--- config.mk ---
export PLATFORM = sky130hd
export DESIGN_NAME = pipe_hazard_ctrl_flat
export DESIGN_NICKNAME = d
export VERILOG_FILES = /design/src/rtl/pipe_hazard_ctrl_pkg.sv /design/src/rtl/pipe_hazard_ctrl_if.sv /design/src/rtl/pipe_hazard_ctrl_sat_counter.sv /design/src/rtl/pipe_hazard_ctrl.sv /design/src/flat_wrapper.sv
export SDC_FILE = /design/constraint.sdc
export NUM_CORES = 1
export LEC_CHECK = 0
export ABC_AREA = 0
export BUFFER_PORTS_ARGS = -buffer_cell sky130_fd_sc_hd__buf_4
export CORE_ASPECT_RATIO = 0.7
export CORE_UTILIZATION = 45
export CTS_BUF_LIST = sky130_fd_sc_hd__clkbuf_4 sky130_fd_sc_hd__clkbuf_8
export CTS_CLUSTER_DIAMETER = 40
export DETAILED_ROUTE_END_ITERATION = 16
export GPL_TIMING_DRIVEN = 0
export MAX_ROUTING_LAYER = met4
export PLACE_DENSITY = 0.83
export SLEW_MARGIN = 20
export SYNTH_ARGS = -nofsm -noshare
export SYNTH_HDL_FRONTEND = slang
export SYNTH_SLANG_ARGS = --single-unit
--- constraint.sdc ---
create_clock -name clk -period 2.25 [get_ports clk]
set_input_delay 0.225 -clock clk [delete_from_list [all_inputs] [get_ports clk]]
set_output_delay 0.225 -clock clk [all_outputs]
set_load 0.05 [all_outputs]
--- src/rtl/pipe_hazard_ctrl_pkg.sv ---
// Shared types for the pipeline hazard sequencer: FSM encoding and the
// control vectors applied to the PC and pipeline registers.
package pipe_ctrl_pkg;

  localparam int REG_ADDR_W_DEF = 5;

  typedef enum logic [1:0] {
    ST_RUN      = 2'd0,
    ST_MEM_WAIT = 2'd1,
    ST_ERR      = 2'd2
  } state_e;

  typedef struct packed {
    logic pc_en;
    logic pc_sel_branch;
    logic ifid_en;
    logic ifid_flush;
    logic idex_en;
    logic idex_flush;
    logic exmem_en;
    logic exmem_flush;
    logic memwb_bubble;
  } ctrl_t;

  // Field order: pc_en, pc_sel, ifid_en, ifid_fl, idex_en, idex_fl, exmem_en, exmem_fl, memwb_bubble
  localparam ctrl_t CTRL_NORMAL  = 9'b1_0_1_0_1_0_1_0_0;
  localparam ctrl_t CTRL_FREEZE  = 9'b0_0_0_0_0_0_0_0_1;
  localparam ctrl_t CTRL_TAKEN   = 9'b1_1_1_1_1_1_1_1_0;
  localparam ctrl_t CTRL_LOADUSE = 9'b0_0_0_0_1_1_1_0_0;
  localparam ctrl_t CTRL_ERR     = 9'b0_0_0_0_0_0_0_0_1;

endpackage

--- src/rtl/pipe_hazard_ctrl_if.sv ---
// Pipeline-to-hazard-controller signal bundle. The datapath side is the
// master; the hazard controller is the slave.
interface pipe_hazard_ctrl_if #(
  parameter int REG_ADDR_W = pipe_ctrl_pkg::REG_ADDR_W_DEF
);
  logic [REG_ADDR_W-1:0] id_rs;
  logic [REG_ADDR_W-1:0] id_rt;
  logic                  id_uses_rt;
  logic                  idex_mem_r;
  logic [REG_ADDR_W-1:0] idex_wb_addr;
  logic                  exmem_mem_r;
  logic                  exmem_mem_w;
  logic                  exmem_branch;
  logic                  exmem_zero;
  // Handshake: dmem_req is held while an access sits in EX/MEM; the access
  // completes in the cycle where dmem_req && dmem_ready, and not before.
  logic                  dmem_ready;
  logic                  dmem_req;
  logic                  pc_en;
  logic                  pc_sel_branch;
  logic                  ifid_en;
  logic                  ifid_flush;
  logic                  idex_en;
  logic                  idex_flush;
  logic                  exmem_en;
  logic                  exmem_flush;
  logic                  memwb_bubble;

  modport master (
    output id_rs, id_rt, id_uses_rt, idex_mem_r, idex_wb_addr,
           exmem_mem_r, exmem_mem_w, exmem_branch, exmem_zero, dmem_ready,
    input  dmem_req, pc_en, pc_sel_branch, ifid_en, ifid_flush, idex_en,
           idex_flush, exmem_en, exmem_flush, memwb_bubble
  );

  modport slave (
    input  id_rs, id_rt, id_uses_rt, idex_mem_r, idex_wb_addr,
           exmem_mem_r, exmem_mem_w, exmem_branch, exmem_zero, dmem_ready,
    output dmem_req, pc_en, pc_sel_branch, ifid_en, ifid_flush, idex_en,
           idex_flush, exmem_en, exmem_flush, memwb_bubble
  );
endinterface

--- src/rtl/pipe_hazard_ctrl_sat_counter.sv ---
// Saturating up-counter with synchronous clear, used for performance counts.
module sat_counter #(
  parameter int CNT_W = 16
) (
  input  logic             clk,
  input  logic             rstn,
  input  logic             inc,
  input  logic             clear,
  output logic [CNT_W-1:0] count
);
  logic [CNT_W-1:0] cnt_d, cnt_q;

  always_comb begin
    cnt_d = cnt_q;
    if (clear) begin
      cnt_d = '0;
    end else if (inc && (cnt_q != {CNT_W{1'b1}})) begin
      cnt_d = cnt_q + CNT_W'(1);
    end
  end

  always_ff @(posedge clk) begin
    if (!rstn) cnt_q <= '0;
    else       cnt_q <= cnt_d;
  end

  assign count = cnt_q;
endmodule

--- src/rtl/pipe_hazard_ctrl.sv ---
// Stall/flush sequencer for the 5-stage pipeline: load-use stalls, branch
// flushes, data-memory wait freeze and a watchdog that parks in ERR.
module pipe_hazard_ctrl
  import pipe_ctrl_pkg::*;
#(
  parameter int REG_ADDR_W  = REG_ADDR_W_DEF,
  parameter int MEM_TIMEOUT = 16,
  parameter int CNT_W       = 16
) (
  input  logic                 clk,
  input  logic                 rstn,
  pipe_hazard_ctrl_if.slave    bus,
  output logic                 mem_err,
  output logic [CNT_W-1:0]     stall_cycles,
  output logic [CNT_W-1:0]     flush_cycles,
  output logic [1:0]           state_dbg
);
  localparam int WAIT_W = $clog2(MEM_TIMEOUT) + 1;

  state_e            state_d, state_q;
  logic [WAIT_W-1:0] wait_cnt_d, wait_cnt_q;
  logic              mem_err_d, mem_err_q;
  logic              access, in_err, freeze, taken, loaduse, rs_hit, rt_hit;
  ctrl_t             ctrl;

  assign in_err  = (state_q == ST_ERR);
  assign access  = bus.exmem_mem_r | bus.exmem_mem_w;
  assign bus.dmem_req = access & ~in_err;
  assign freeze  = bus.dmem_req & ~bus.dmem_ready;
  assign taken   = bus.exmem_branch & bus.exmem_zero & ~freeze & ~in_err;
  assign rs_hit  = (bus.idex_wb_addr == bus.id_rs);
  assign rt_hit  = bus.id_uses_rt & (bus.idex_wb_addr == bus.id_rt);
  // r0 is hardwired zero, so a load targeting it never creates a dependency.
  assign loaduse = bus.idex_mem_r & (bus.idex_wb_addr != REG_ADDR_W'(0)) &
                   (rs_hit | rt_hit) & ~freeze & ~taken & ~in_err;

  always_comb begin
    ctrl = CTRL_NORMAL;
    if (in_err)       ctrl = CTRL_ERR;
    else if (freeze)  ctrl = CTRL_FREEZE;
    else if (taken)   ctrl = CTRL_TAKEN;
    else if (loaduse) ctrl = CTRL_LOADUSE;
  end

  assign bus.pc_en         = ctrl.pc_en;
  assign bus.pc_sel_branch = ctrl.pc_sel_branch;
  assign bus.ifid_en       = ctrl.ifid_en;
  assign bus.ifid_flush    = ctrl.ifid_flush;
  assign bus.idex_en       = ctrl.idex_en;
  assign bus.idex_flush    = ctrl.idex_flush;
  assign bus.exmem_en      = ctrl.exmem_en;
  assign bus.exmem_flush   = ctrl.exmem_flush;
  assign bus.memwb_bubble  = ctrl.memwb_bubble;

  always_comb begin
    state_d    = state_q;
    wait_cnt_d = wait_cnt_q;
    mem_err_d  = mem_err_q;
    case (state_q)
      ST_RUN: begin
        if (freeze) begin
          state_d    = ST_MEM_WAIT;
          wait_cnt_d = WAIT_W'(1);
        end
      end
      ST_MEM_WAIT: begin
        if (!access || bus.dmem_ready) begin
          state_d    = ST_RUN;
          wait_cnt_d = '0;
        end else if (wait_cnt_q == WAIT_W'(MEM_TIMEOUT - 1)) begin
          state_d   = ST_ERR;
          mem_err_d = 1'b1;
        end else begin
          wait_cnt_d = wait_cnt_q + WAIT_W'(1);
        end
      end
      ST_ERR:  state_d = ST_ERR;
      default: state_d = ST_RUN;
    endcase
  end

  always_ff @(posedge clk) begin
    if (!rstn) begin
      state_q    <= ST_RUN;
      wait_cnt_q <= '0;
      mem_err_q  <= 1'b0;
    end else begin
      state_q    <= state_d;
      wait_cnt_q <= wait_cnt_d;
      mem_err_q  <= mem_err_d;
    end
  end

  assign mem_err   = mem_err_q;
  assign state_dbg = state_q;

  sat_counter #(.CNT_W(CNT_W)) u_stall_cnt (
    .clk   (clk),
    .rstn  (rstn),
    .inc   (freeze | loaduse),
    .clear (1'b0),
    .count (stall_cycles)
  );

  sat_counter #(.CNT_W(CNT_W)) u_flush_cnt (
    .clk   (clk),
    .rstn  (rstn),
    .inc   (taken),
    .clear (1'b0),
    .count (flush_cycles)
  );
endmodule

--- src/flat_wrapper.sv ---
// flat-port wrapper written by rule: the top's interface ports become plain ports
module pipe_hazard_ctrl_flat import pipe_ctrl_pkg::*;
#(
  parameter int REG_ADDR_W  = REG_ADDR_W_DEF,
  parameter int MEM_TIMEOUT = 16,
  parameter int CNT_W       = 16
)
  (clk, rstn, mem_err, stall_cycles, flush_cycles, state_dbg, bus_id_rs, bus_id_rt, bus_id_uses_rt, bus_idex_mem_r, bus_idex_wb_addr, bus_exmem_mem_r, bus_exmem_mem_w, bus_exmem_branch, bus_exmem_zero, bus_dmem_ready, bus_dmem_req, bus_pc_en, bus_pc_sel_branch, bus_ifid_en, bus_ifid_flush, bus_idex_en, bus_idex_flush, bus_exmem_en, bus_exmem_flush, bus_memwb_bubble);
  pipe_hazard_ctrl_if #(.REG_ADDR_W(REG_ADDR_W)) bus_i ();
  input  logic clk;
  input  logic rstn;
  output logic mem_err;
  output logic [CNT_W-1:0] stall_cycles;
  output logic [CNT_W-1:0] flush_cycles;
  output logic [1:0] state_dbg;
  input wire logic [$bits(bus_i.id_rs)-1:0] bus_id_rs;
  input wire logic [$bits(bus_i.id_rt)-1:0] bus_id_rt;
  input wire logic [$bits(bus_i.id_uses_rt)-1:0] bus_id_uses_rt;
  input wire logic [$bits(bus_i.idex_mem_r)-1:0] bus_idex_mem_r;
  input wire logic [$bits(bus_i.idex_wb_addr)-1:0] bus_idex_wb_addr;
  input wire logic [$bits(bus_i.exmem_mem_r)-1:0] bus_exmem_mem_r;
  input wire logic [$bits(bus_i.exmem_mem_w)-1:0] bus_exmem_mem_w;
  input wire logic [$bits(bus_i.exmem_branch)-1:0] bus_exmem_branch;
  input wire logic [$bits(bus_i.exmem_zero)-1:0] bus_exmem_zero;
  input wire logic [$bits(bus_i.dmem_ready)-1:0] bus_dmem_ready;
  output wire logic [$bits(bus_i.dmem_req)-1:0] bus_dmem_req;
  output wire logic [$bits(bus_i.pc_en)-1:0] bus_pc_en;
  output wire logic [$bits(bus_i.pc_sel_branch)-1:0] bus_pc_sel_branch;
  output wire logic [$bits(bus_i.ifid_en)-1:0] bus_ifid_en;
  output wire logic [$bits(bus_i.ifid_flush)-1:0] bus_ifid_flush;
  output wire logic [$bits(bus_i.idex_en)-1:0] bus_idex_en;
  output wire logic [$bits(bus_i.idex_flush)-1:0] bus_idex_flush;
  output wire logic [$bits(bus_i.exmem_en)-1:0] bus_exmem_en;
  output wire logic [$bits(bus_i.exmem_flush)-1:0] bus_exmem_flush;
  output wire logic [$bits(bus_i.memwb_bubble)-1:0] bus_memwb_bubble;
  assign bus_i.id_rs = bus_id_rs;
  assign bus_i.id_rt = bus_id_rt;
  assign bus_i.id_uses_rt = bus_id_uses_rt;
  assign bus_i.idex_mem_r = bus_idex_mem_r;
  assign bus_i.idex_wb_addr = bus_idex_wb_addr;
  assign bus_i.exmem_mem_r = bus_exmem_mem_r;
  assign bus_i.exmem_mem_w = bus_exmem_mem_w;
  assign bus_i.exmem_branch = bus_exmem_branch;
  assign bus_i.exmem_zero = bus_exmem_zero;
  assign bus_i.dmem_ready = bus_dmem_ready;
  assign bus_dmem_req = bus_i.dmem_req;
  assign bus_pc_en = bus_i.pc_en;
  assign bus_pc_sel_branch = bus_i.pc_sel_branch;
  assign bus_ifid_en = bus_i.ifid_en;
  assign bus_ifid_flush = bus_i.ifid_flush;
  assign bus_idex_en = bus_i.idex_en;
  assign bus_idex_flush = bus_i.idex_flush;
  assign bus_exmem_en = bus_i.exmem_en;
  assign bus_exmem_flush = bus_i.exmem_flush;
  assign bus_memwb_bubble = bus_i.memwb_bubble;
  pipe_hazard_ctrl #(.REG_ADDR_W(REG_ADDR_W), .MEM_TIMEOUT(MEM_TIMEOUT), .CNT_W(CNT_W)) u_core (.clk(clk), .rstn(rstn), .bus(bus_i), .mem_err(mem_err), .stall_cycles(stall_cycles), .flush_cycles(flush_cycles), .state_dbg(state_dbg));
endmodule
; ---- Yosys cells after proc, flatten, opt, wreduce, memory -nomap -nowiden
; Cells that the tools add are included.
[op_classes]
n_reduce_logical = 10
n_mux = 12
bitwise_logic = 19
add_sub_neg = 3
n_eq_ne = 10
[ops]
columns = operator, n
row1 = $mux 9, 4
row2 = $add 16x1->16 const B, 2
row3 = $ne 16x16->1 const B, 2
row4 = $mux 5, 3
row5 = $and 1x1->1, 11
row6 = $eq 5x5->1, 2
row7 = $pmux 5 s2, 1
row8 = $mux 2, 3
row9 = $pmux 2 s3, 1
row10 = $reduce_and 3->1, 2
row11 = $add 5x1->5 const B, 1
row12 = $eq 5x4->1 const B, 1
row13 = $not 1->1, 5
row14 = $reduce_bool 5->1, 1
row15 = $ne 3x1->1 const B, 1
row16 = $ne 3x2->1 const B, 1
row17 = $or 1x1->1, 3
row18 = $eq 2x1->1 const B, 1
row19 = $eq 2x2->1 const B, 1
row20 = $logic_and 1x1->1, 2
row21 = $logic_not 2->1, 1
row22 = $ne 2x1->1 const B, 1
row23 = $reduce_and 2->1, 1
row24 = $reduce_bool 2->1, 1
row25 = other kinds (2), 2
[word_totals]
elab_cells = 59
input_bits = 24
register_bits = 40

; ---- Logic depth before layout (Yosys ltp)
; Gate-level depths: netlist (run 1).
[depth]
depth_word = 14
depth_mapped = 9
mapped_depth_nobuf = 9

; ---- Modules after synthesis
; Synthesis (run 1) repeated with hierarchy kept, for this count alone.
[unflattened]
hier_cells = 263
area_unflattened_um2 = 2371.0
[by_module_without_submodules]
columns = module, area_per_inst_um2, cells_per_inst, instances
row1 = sat_counter, 864.6, 91, 2
row2 = pipe_hazard_ctrl, 641.9, 81, 1

; ---- Least setup slack after synthesis (run 1)
; No wires, ideal clock.
[synth_timing]
path_kind = register to register
from = register u_core.state_q[1], in the netlist u_core.state_dbg[1]
to = register u_core.u_flush_cnt.cnt_q[11], in the netlist u_core.u_flush_cnt.count[11]
required_ns = 2.135
arrival_time_ns = 2.847
path_slack_ns = -0.712
path_buffers = 0
stages_incl_launch_ff = 10
cell_sequence = dfxtp_1 -> nand2b_1 -> nand2_1 -> inv_2 -> nand3_1 -> clkinv_1 -> nand4_2 -> nor3_1 -> xor2_1 -> and2_1
[synth_via]
elab_chain_len = 8
[synth_rtl]
columns = element, line
row1 = from (decl), pipe_hazard_ctrl.sv:20  ; state_e state_d, state_q;
row2 = from (signal assigned), pipe_hazard_ctrl.sv:88  ; state_q <= state_d;
row3 = $eq 2x2->1 *, pipe_hazard_ctrl.sv:26  ; assign in_err = (state_q == ST_ERR);
row4 = $not 1->1 *, "pipe_hazard_ctrl.sv:28, pipe_hazard_ctrl.sv:30"
row5 = $and 1x1->1, pipe_hazard_ctrl.sv:28  ; assign bus.dmem_req = access & ~in_err;
row6 = $and 1x1->1, pipe_hazard_ctrl.sv:29  ; assign freeze = bus.dmem_req & ~bus.dmem_ready;
row7 = $not 1->1, pipe_hazard_ctrl.sv:30  ; assign taken = bus.exmem_branch & bus.exmem_zero & ~freeze & ~in_err;
row8 = $and 1x1->1, pipe_hazard_ctrl.sv:30
row9 = $and 1x1->1 *, pipe_hazard_ctrl.sv:30
row10 = $logic_and 1x1->1 *, pipe_hazard_ctrl_sat_counter.sv:17  ; end else if (inc && (cnt_q != {CNT_W{1'b1}})) begin
row11 = to (signal assigned), pipe_hazard_ctrl_sat_counter.sv:24  ; else cnt_q <= cnt_d;
row12 = to (decl), pipe_hazard_ctrl_sat_counter.sv:11  ; logic [CNT_W-1:0] cnt_d, cnt_q;
; Every way passes the cells marked *; elsewhere a longest branch is shown, timed or not.
; A chain may end at the register's enable or synchronous reset.

; ---- Worst setup path in the final report (run 1)
[layout_timing]
from = register u_core.u_stall_cnt.cnt_q[2], in the netlist u_core.u_stall_cnt.count[2]
to = register u_core.u_stall_cnt.cnt_q[5], in the netlist u_core.u_stall_cnt.count[5]
[layout_via]
elab_chain_len = 2
word_cells_on_any_way = 3
[layout_rtl]
columns = element, line
row1 = from (decl), pipe_hazard_ctrl_sat_counter.sv:11
row2 = from (signal assigned), pipe_hazard_ctrl_sat_counter.sv:24
row3 = branches (longest 2 deep; another with $add 16x1->16), -
; Parallel ways; which one is timed is not known.

==> impl_summary.md, run 1 <==
Final layout
The final-stage net count is ~370. The area growth from synthesis to layout is 32.0%. The number of diodes is 0.

The number of cells in the finished layout apart from fillers is 410. After routing the design area is around 3000 um^2. The library cells used most frequently in the layout, excluding fill and tap cells, are sky130_fd_sc_hd__buf_4, sky130_fd_sc_hd__dfxtp_1, sky130_fd_sc_hd__nand2_1. The ratio of cells with drive above 1 in the final layout is a little under 30%. The most common cell after layout, fill and taps aside is sky130_fd_sc_hd__buf_4.

Global routing
Global routing used a little under a quarter of the available tracks across all layers. The layer with the highest usage is met2. The number of global-route vias before repair came to 1993.

The met2 routing resource usage after global routing is between 30% and 40%. Entering global routing, the biggest net connects 13 pins. The number of antenna violations at the first check in global routing was 0. The first global-routing pass estimated about 9400 um of wire. For this run, global-route usage on met3 was measured as roughly 5.2%.

The total global routing overflow is 0. The fraction of met1 tracks used by global routing is 30.5%.

Logic synthesis
The flop and latch count out of synthesis is 40. Summing the areas of all xor and xnor instances in the mapped netlist gives 11.1% of the synthesized area. The portion of synthesized area spent on multiplexers is 1.74%. For this run, asynchronously set or reset flops after synthesis account for 0%. The area share of fa/ha/maj cells after synthesis is under 10%. The post-synthesis average cell area is approximately 8.7 um^2. For this run, the number of Yosys warnings is 0. After synthesis, the largest family of logic cells by area is simple AND/OR/NAND/NOR gates.

Summing the sequential cell areas from Yosys gives around a third of the chip area. The number of enable flip-flop cells after synthesis is 0. The number of nets produced by synthesis is just under 300. Yosys mapped the design onto 50 distinct sky130hd cell types. Of the total synthesized cell area, the portion taken by AND, OR, NAND and NOR gates is 32.4%. The compound-cell area share of the yosys netlist is between 10% and 20%. In the synthesized netlist the dominant register cell turns out to be sky130_fd_sc_hd__dfxtp_1. The synthesized netlist cell count is around 270.

The post-synthesis instance area is ~2300 um^2.

Setup path
The startpoint class of the critical path is a flip-flop. For the worst setup path, the data required time is about 2.4 ns. The worst register-to-register path ends at u_core.u_stall_cnt.count[5].

The worst-path maximum fanout is 10. The register-to-register setup slack is 0.18 ns. Tracing the worst setup path back leads to its startpoint at u_core.u_stall_cnt.count[2]. The capture point of the worst path is u_core.u_stall_cnt.count[5]. The arrival time of the worst setup path is 2.26 ns. The critical path class is flip-flop to flip-flop. The worst reg-to-reg path cell count is 7. The startpoint identified for the worst register-to-register timing path is u_core.u_stall_cnt.count[2]. The capturing element type of the critical path is a flip-flop.

STA
The total count of max-transition violations in the final report is 0. Setup repair after global routing left no endpoint under its margin. The ratio of final minimum period to clock period is 91.8%.

The number of hold violations in the final report is 0. The post-layout worst setup margin is roughly 0.18 ns. The maximum operating frequency is 484 MHz.

The smallest clock period supported by the final layout is computed as between 2 and 2.5 ns. The count of final setup violators is 0. Measured against its own limit, the worst slew margin works out to 63.0%. The pin slew with the least headroom to its limit is 0.555 ns. Across the routed clock network, the largest skew measured is 0.00898 ns. For the final routed database, the setup TNS stands at 0 ns.

CTS
The maximum buffer depth of the clock tree is 2. The tree built by TritonCTS fans out to 40 sinks. At the later pin of the worst-skew pair, clock insertion delay measures roughly 0.30 ns. The deepest level of the CTS H-tree is 2. Clock tree synthesis inserted a total of 5 buffers.

The setup fix buffers added after clock tree synthesis is 0. The CTS tree is yes. Clock-pin slew was measured on the worst setup and hold paths at roughly 0.080 ns. The cell chosen for the clock root is sky130_fd_sc_hd__clkbuf_8.

Power
The sequential group share of total power is between 40% and 50%. Per report_power, the clock group accounts for 37.9% of the total. VDD sags by at most 0.244 mV.

The analysis attributes to net switching a power of between 0.4 and 0.5 mW. The share of total power dissipated in combinational logic is 16.2%. The total power of the final layout is between 1.5 and 2 mW. The cell-internal power is 1.16 mW. The areal power density over the cells is around 520 nW/um^2.

For this design the static power due to leakage is approximately 1.3 nW. The switching power share of the total is a little over a quarter.

Placement
At the end of routability-driven placement, the weighted congestion stood at 0.808. The placed wire-length estimate after detailed placement is 4350 um. The total placed cells including tap cells is approximately 400. The total placed instance area is just under 3000 um^2. The count of buffers added on input and output ports is 68. Before CTS, the worst setup slack after placement is about 0.097 ns.

Floorplan
The core region is 4830 um^2. The initial utilization of the core area, before any placement, comes to ~48%. The die covers about 5400 um^2.

The initialized floorplan defines 21 standard-cell rows. 69 I/O pins were placed. The die height is just over 60 um. The die span in x is 87.4 um.

Hold path
The path category of the worst min-delay check is input pin to flip-flop.

Flow run
The count of maximum capacitance violations is 0.

Detailed routing
The total iterations of the first detailed-routing run is 4. The remaining routing DRC violations is 0. The overall routed net length is 5720 um. The detail route stage leaves a number of antenna-violating nets equal to 0. The number of vias after detailed routing is roughly 2200.

The number of vias per cell after detailed routing is around 5.3. In the final routed layout, each cell accounts on average for ~14 um. The detailed router finished its first iteration with just under 90 violations.

Run status
The run finished with clean final reports.
-- metal layers --
layer	share of wire (%)	wire [um]
met1	50	2840
met2	44	2500
met3	5.4	309
met4	1.2	68
met5	0	0
-- flip-flops by register name, summed over array words and instances (netlist names) --
register	flops
u_core.mem_err	1
u_core.state_dbg	2
u_core.u_flush_cnt.count	16
u_core.u_stall_cnt.count	16
u_core.wait_cnt_q	5
-- worst max-delay path, cell delays in order (launching register included) --
cell	delay (ns)
sky130_fd_sc_hd__dfxtp_1	0.51
sky130_fd_sc_hd__nand4_4	0.19
sky130_fd_sc_hd__nor4_4	0.42
sky130_fd_sc_hd__nor3_2	0.10
sky130_fd_sc_hd__a21oi_4	0.31
sky130_fd_sc_hd__buf_6	0.19
sky130_fd_sc_hd__nor4_1	0.06
sky130_fd_sc_hd__o21a_1	0.17
-- worst min-delay path by stage --
stage / from / endpoint / slack (ns) / depth (start not counted)
2_1_floorplan: rstn / u_core.u_stall_cnt.count[3] / 0.38 / 2
3_3_place_gp: u_core.u_stall_cnt.count[8] / u_core.u_stall_cnt.count[8] / 0.47 / 2
3_5_place_dp: u_core.u_stall_cnt.count[8] / u_core.u_stall_cnt.count[8] / 0.50 / 2
4_1_cts: rstn / u_core.u_stall_cnt.count[11] / 0.23 / 3
5_1_grt: rstn / u_core.u_stall_cnt.count[6] / 0.23 / 3
6_report: rstn / u_core.u_stall_cnt.count[11] / 0.23 / 3
-- power by group through the flow --
stage | Sequential, mW | Combinational [mW] | Clock, mW
2_1_floorplan | 0.767 | 0.143 | 0
4_1_cts | 0.730 | 0.258 | 0.612
3_5_place_dp | 0.747 | 0.257 | 0
3_3_place_gp | 0.746 | 0.251 | 0
6_report | 0.730 | 0.257 | 0.604
5_1_grt | 0.732 | 0.278 | 0.645
-- kinds of logic (layout without fill, tap and decap cells) --
group           Yosys count  after routing
simple gates            127            127
compound gates           46             46
flops                    40             40
xor+xnor                 29             29
buf+inv                  15             91
fa+ha+maj                 4              4
mux                       4              4
-- synthesized netlist by cell type, types with 4 or more instances --
library cell | number | area [um^2]
sky130_fd_sc_hd__dfxtp_1 | 40 | 801
sky130_fd_sc_hd__nand2_1 | 28 | 105
sky130_fd_sc_hd__xnor2_1 | 18 | 158
sky130_fd_sc_hd__and2_1 | 17 | 106
sky130_fd_sc_hd__nand3_1 | 12 | 60.1
sky130_fd_sc_hd__nor2_1 | 12 | 45.0
sky130_fd_sc_hd__o21ai_0 | 11 | 55.1
sky130_fd_sc_hd__xor2_1 | 11 | 96.3
sky130_fd_sc_hd__nor3_1 | 10 | 50.1
sky130_fd_sc_hd__nand2b_1 | 8 | 50.1
sky130_fd_sc_hd__nand4_1 | 8 | 50.1
sky130_fd_sc_hd__a21boi_1 | 7 | 52.6
sky130_fd_sc_hd__or3_1 | 6 | 37.5
sky130_fd_sc_hd__clkbuf_1 | 5 | 18.8
sky130_fd_sc_hd__o21a_1 | 5 | 37.5
sky130_fd_sc_hd__a21oi_1 | 4 | 20.0
sky130_fd_sc_hd__buf_4 | 4 | 30.0
sky130_fd_sc_hd__ha_1 | 4 | 50.1
sky130_fd_sc_hd__mux2i_1 | 4 | 40.0
-- repair_timing --
item / 4_1_cts / 5_1_grt
endpoints found under the setup margin: 0 / 14
hold buffers: 0 / 0
gates resized for setup: 0 / 3
-- cell type report --
type | instances | area [um^2]
sequential | 40 | 806
tap | 69 | 86.3
multi-input combinational | 210 | 1430
buffer | 10 | 61.3
fill | 441 | 1800
timing repair buffer | 68 | 510
clock inverter | 2 | 35.0
inverter | 5 | 25.0
clock buffer | 6 | 76.3
-- per-stage QoR --
stage | util, % | hold slack (ns)
finish | 62.7 | 0.232
global route | 62.7 | 0.231
CTS | 62.6 | 0.227
detailed placement | 60.3 | 0.496
global placement | 60.3 | 0.469
floorplan | - | 0.378
No activity file was read; power rests on OpenSTA's default activity.
==> run 2: changes to the inputs <==
--- a/config.mk
+++ b/config.mk
@@ -7,7 +7,7 @@
 export LEC_CHECK = 0
 export ABC_AREA = 0
 export BUFFER_PORTS_ARGS = -buffer_cell sky130_fd_sc_hd__buf_4
-export CORE_ASPECT_RATIO = 0.7
+export CORE_ASPECT_RATIO = 0.6
 export CORE_UTILIZATION = 45
 export CTS_BUF_LIST = sky130_fd_sc_hd__clkbuf_4 sky130_fd_sc_hd__clkbuf_8
 export CTS_CLUSTER_DIAMETER = 40
==> run 2 against run 1 <==
Net effect: global-route usage up 0.44 points; sequential cell count stayed put; sequential share of layout area rose by 0.19 points; sequential power barely moved; first-iteration DRC count is 22% lower; power down 4.5%; critical path depth is 1 higher; die area about the same; clock-buffer cell count is 2 higher; routed wire length up 2.9%.
==> impl_summary.md, run 2 (synthesized netlist as in run 1, its figures left out) <==
Run status
The flow ran to the end, and the final reports show no timing, DRC or antenna violations.

Power
The areal power density over the cells is 504 nW/um^2 (-3.9%). The total power of the final layout is 1.52 mW (-4.5%). The static leakage is 1.26 nW (-0.50%). The worst-case vdd ir drop was 0.292 mV (+20%).

STA
The total count of max-transition violations in the final report is 0 (unchanged). The count of final setup violators came to 0 (unchanged). The final period demand of the worst path was 2.09 ns (+0.0288 ns). The ratio of final minimum period to clock period was 93.1% (+1.3 points).

The pin slew with the least headroom to its limit is 0.581 ns (+0.0257 ns). The maximum operating frequency is 477 MHz (-1.4%). Setup repair after global routing could not meet its margin everywhere. The setup clock skew after layout is 0.00282 ns (-0.00616 ns).

The number of hold violations in the final report came to 0 (unchanged). The relative slew slack was 61.3% (-1.7 points).

Final layout
The cell area after layout came to 3010 um^2 (-0.70%). The library cell used most frequently in the layout, excluding fill and tap cells, is sky130_fd_sc_hd__buf_4. The ratio of cells with drive above 1 in the final layout was 29.3% (unchanged). The core occupancy in the finished layout is 63.6% (+0.93 points). The total of fill cells in the finished design was 419 (-5.0%). In the layout the commonest cells are sky130_fd_sc_hd__buf_4, sky130_fd_sc_hd__dfxtp_1, sky130_fd_sc_hd__nand2_1. The area growth from synthesis to layout is 31.0%. The number of diodes came to 0 (unchanged). The final-stage net count is 368 (unchanged).

Placement
The placed wire-length estimate after detailed placement is 4480 um (+3.2%). The final weighted congestion in routability-driven placement is 0.854 (+5.7%). The total placed instance area is 2910 um^2 (-0.26%).

The port buffer count was 68 (unchanged).

Floorplan
The placeable core region is 4730 um^2 (-2.1%). The die span in x is 94.2 um (+7.8%). The die height is 57.3 um (-7.2%).

The effective utilization at floorplan was 48.6% (+1.0 points). The area of the die is 5400 um^2 (about the same). The number of top-level pins is 69 (unchanged).

The number of rows created at floorplan is 19 (-9.5%).

Setup path
The capture point of the worst path is u_core.u_stall_cnt.count[15]. Traced cell by cell, the critical path runs through ha_2 > nand4_1 > nor4_4 > nor3_2 > a21oi_4 > buf_6 > nor4_1 > o21a_1. The critical path class is flip-flop to flip-flop. The slowest stage of the critical path is the sky130_fd_sc_hd__dfxtp_1 cell. The logic depth of the worst setup path including buffers is 8 (+1). The register-to-register setup slack is 0.16 ns (-0.03 ns). The startpoint identified for the worst register-to-register timing path is u_core.u_stall_cnt.count[0].

The data required time at the worst endpoint came to 2.44 ns (about the same). STA classifies the critical path endpoint as a flip-flop. In this run the critical register-to-register path is captured at u_core.u_stall_cnt.count[15].

The combined buffer and inverter count along the critical path was 1 (unchanged). The most critical setup path has its startpoint at u_core.u_stall_cnt.count[0]. The worst reg-to-reg path cell count came to 8 (+1). The worst-path maximum fanout is 10 (unchanged). The arrival time of the worst setup path is 2.28 ns (+0.02 ns). The startpoint class of the critical path is a flip-flop. Grouping stages by cell kind, the critical path spends the most delay in simple AND/OR/NAND/NOR gates. The stage delay of the slowest cell on the critical path came to 0.42 ns (-0.09 ns).

CTS
The number of buffers inserted during clock tree synthesis was 5 (unchanged). The sink count of the clock tree is 40 (unchanged). The hold buffer count at cts is 0 (unchanged).

The setup fix buffers added after clock tree synthesis is 0 (unchanged). The insertion delay to the later sink of the worst-skew pair was 0.29 ns (about the same). The deepest level of the CTS H-tree is 2 (unchanged). The maximum buffer depth of the clock tree came to 2 (unchanged). The number of resized instances in the post-cts repair step is 0 (unchanged).

The CTS tree is yes. The clock-pin transition on the worst setup and hold timing paths is 0.08 ns (about the same). The cell chosen for the clock root is sky130_fd_sc_hd__clkbuf_8.

Global routing
The number of global-route vias before repair came to 2100 (+5.4%). The global-route wire length before repair is 9750 um (+3.7%). The maximum number of pins on one net before global-route repair is 12 (-1). The total global routing overflow is 0 (unchanged). The number of antenna violations at the first check in global routing came to 0 (unchanged). The combined global-route utilization of all metal layers came to 24.1% (+0.44 points).

Flow run
The count of maximum capacitance violations is 0 (unchanged).

Hold path
The worst hold path belongs to the class input pin to flip-flop. The startpoint identified for the worst hold timing path is rstn.

Detailed routing
The number of vias per cell after detailed routing is 5.44 (+2.7%). The overall routed net length is 5880 um (+2.9%). The total iterations of the first detailed-routing run is 4 (unchanged). The remaining routing DRC violations was 0 (unchanged). The average detailed-routed wire length per instance came to 14.6 um (+4.4%). The post-detailed-route count of antenna-violating nets is 0 (unchanged). The number of vias after detailed routing is 2196 (+1.2%).

The count of routing violations after the opening detailed-route iteration is 69 (-22%).
## run 2: power by group
group	leakage (nW)	internal, mW	switching [mW]	total (mW)
Sequential	0.324	0.716	0.0135	0.730
Combinational	0.880	0.104	0.156	0.260
Clock	0.0523	0.275	0.254	0.528
## run 2: worst reg2reg max path, delay by kind of cell, from the launching register on
family | cells | cell delay (ns)
and+or+nand+nor | 4 | 0.59
AOI/OAI and AO/OA | 2 | 0.49
DFF | 1 | 0.42
adders and majority gates | 1 | 0.28
buffers and inverters | 1 | 0.21
## run 2: area by class of cell
| type | instances | area (um^2) | area share, % |
|---|---|---|---|
| Multi-Input combinational cell | 210 | 1430 | 47.5 |
| Timing Repair Buffer | 68 | 510 | 17.0 |
| Clock buffer | 8 | 97.6 | 3.24 |
| Inverter | 5 | 25.0 | 0.831 |
| Tap cell | 63 | 78.8 | 2.62 |
| Sequential cell | 40 | 806 | 26.8 |
| Buffer | 10 | 61.3 | 2.04 |
## run 2: per-stage QoR
step	std cells	TNS (ns)	setup slack [ns]	hold slack, ns
final	404	0	0.155	0.244
after global routing	404	-0.0138	-0.0138	0.239
after CTS	404	0	0.0958	0.234
after detailed placement	396	0	0.108	0.478
after global placement	396	0	0.174	0.450
after floorplan	265	0	0.0214	0.378
## run 2: how the worst min path moves through the flow
stage | end | cells after the start | slack [ns]
5_1_grt | u_core.u_stall_cnt.count[13] | 3 | 0.24
6_report | u_core.u_stall_cnt.count[13] | 3 | 0.24
2_1_floorplan | u_core.u_stall_cnt.count[3] | 2 | 0.38
3_3_place_gp | u_core.mem_err | 1 | 0.45
3_5_place_dp | u_core.mem_err | 1 | 0.48
4_1_cts | u_core.u_stall_cnt.count[6] | 3 | 0.23
## run 2: routing by layer
layer  global-route usage [%]  part of all wire (%)  vias up
met5                        -                     0        -
met4                     7.47                   1.2        0
met3                     5.47                   5.4        9
met2                     36.2                    45       51
met1                     32.2                    49     1052
li1                         -                     -     1084
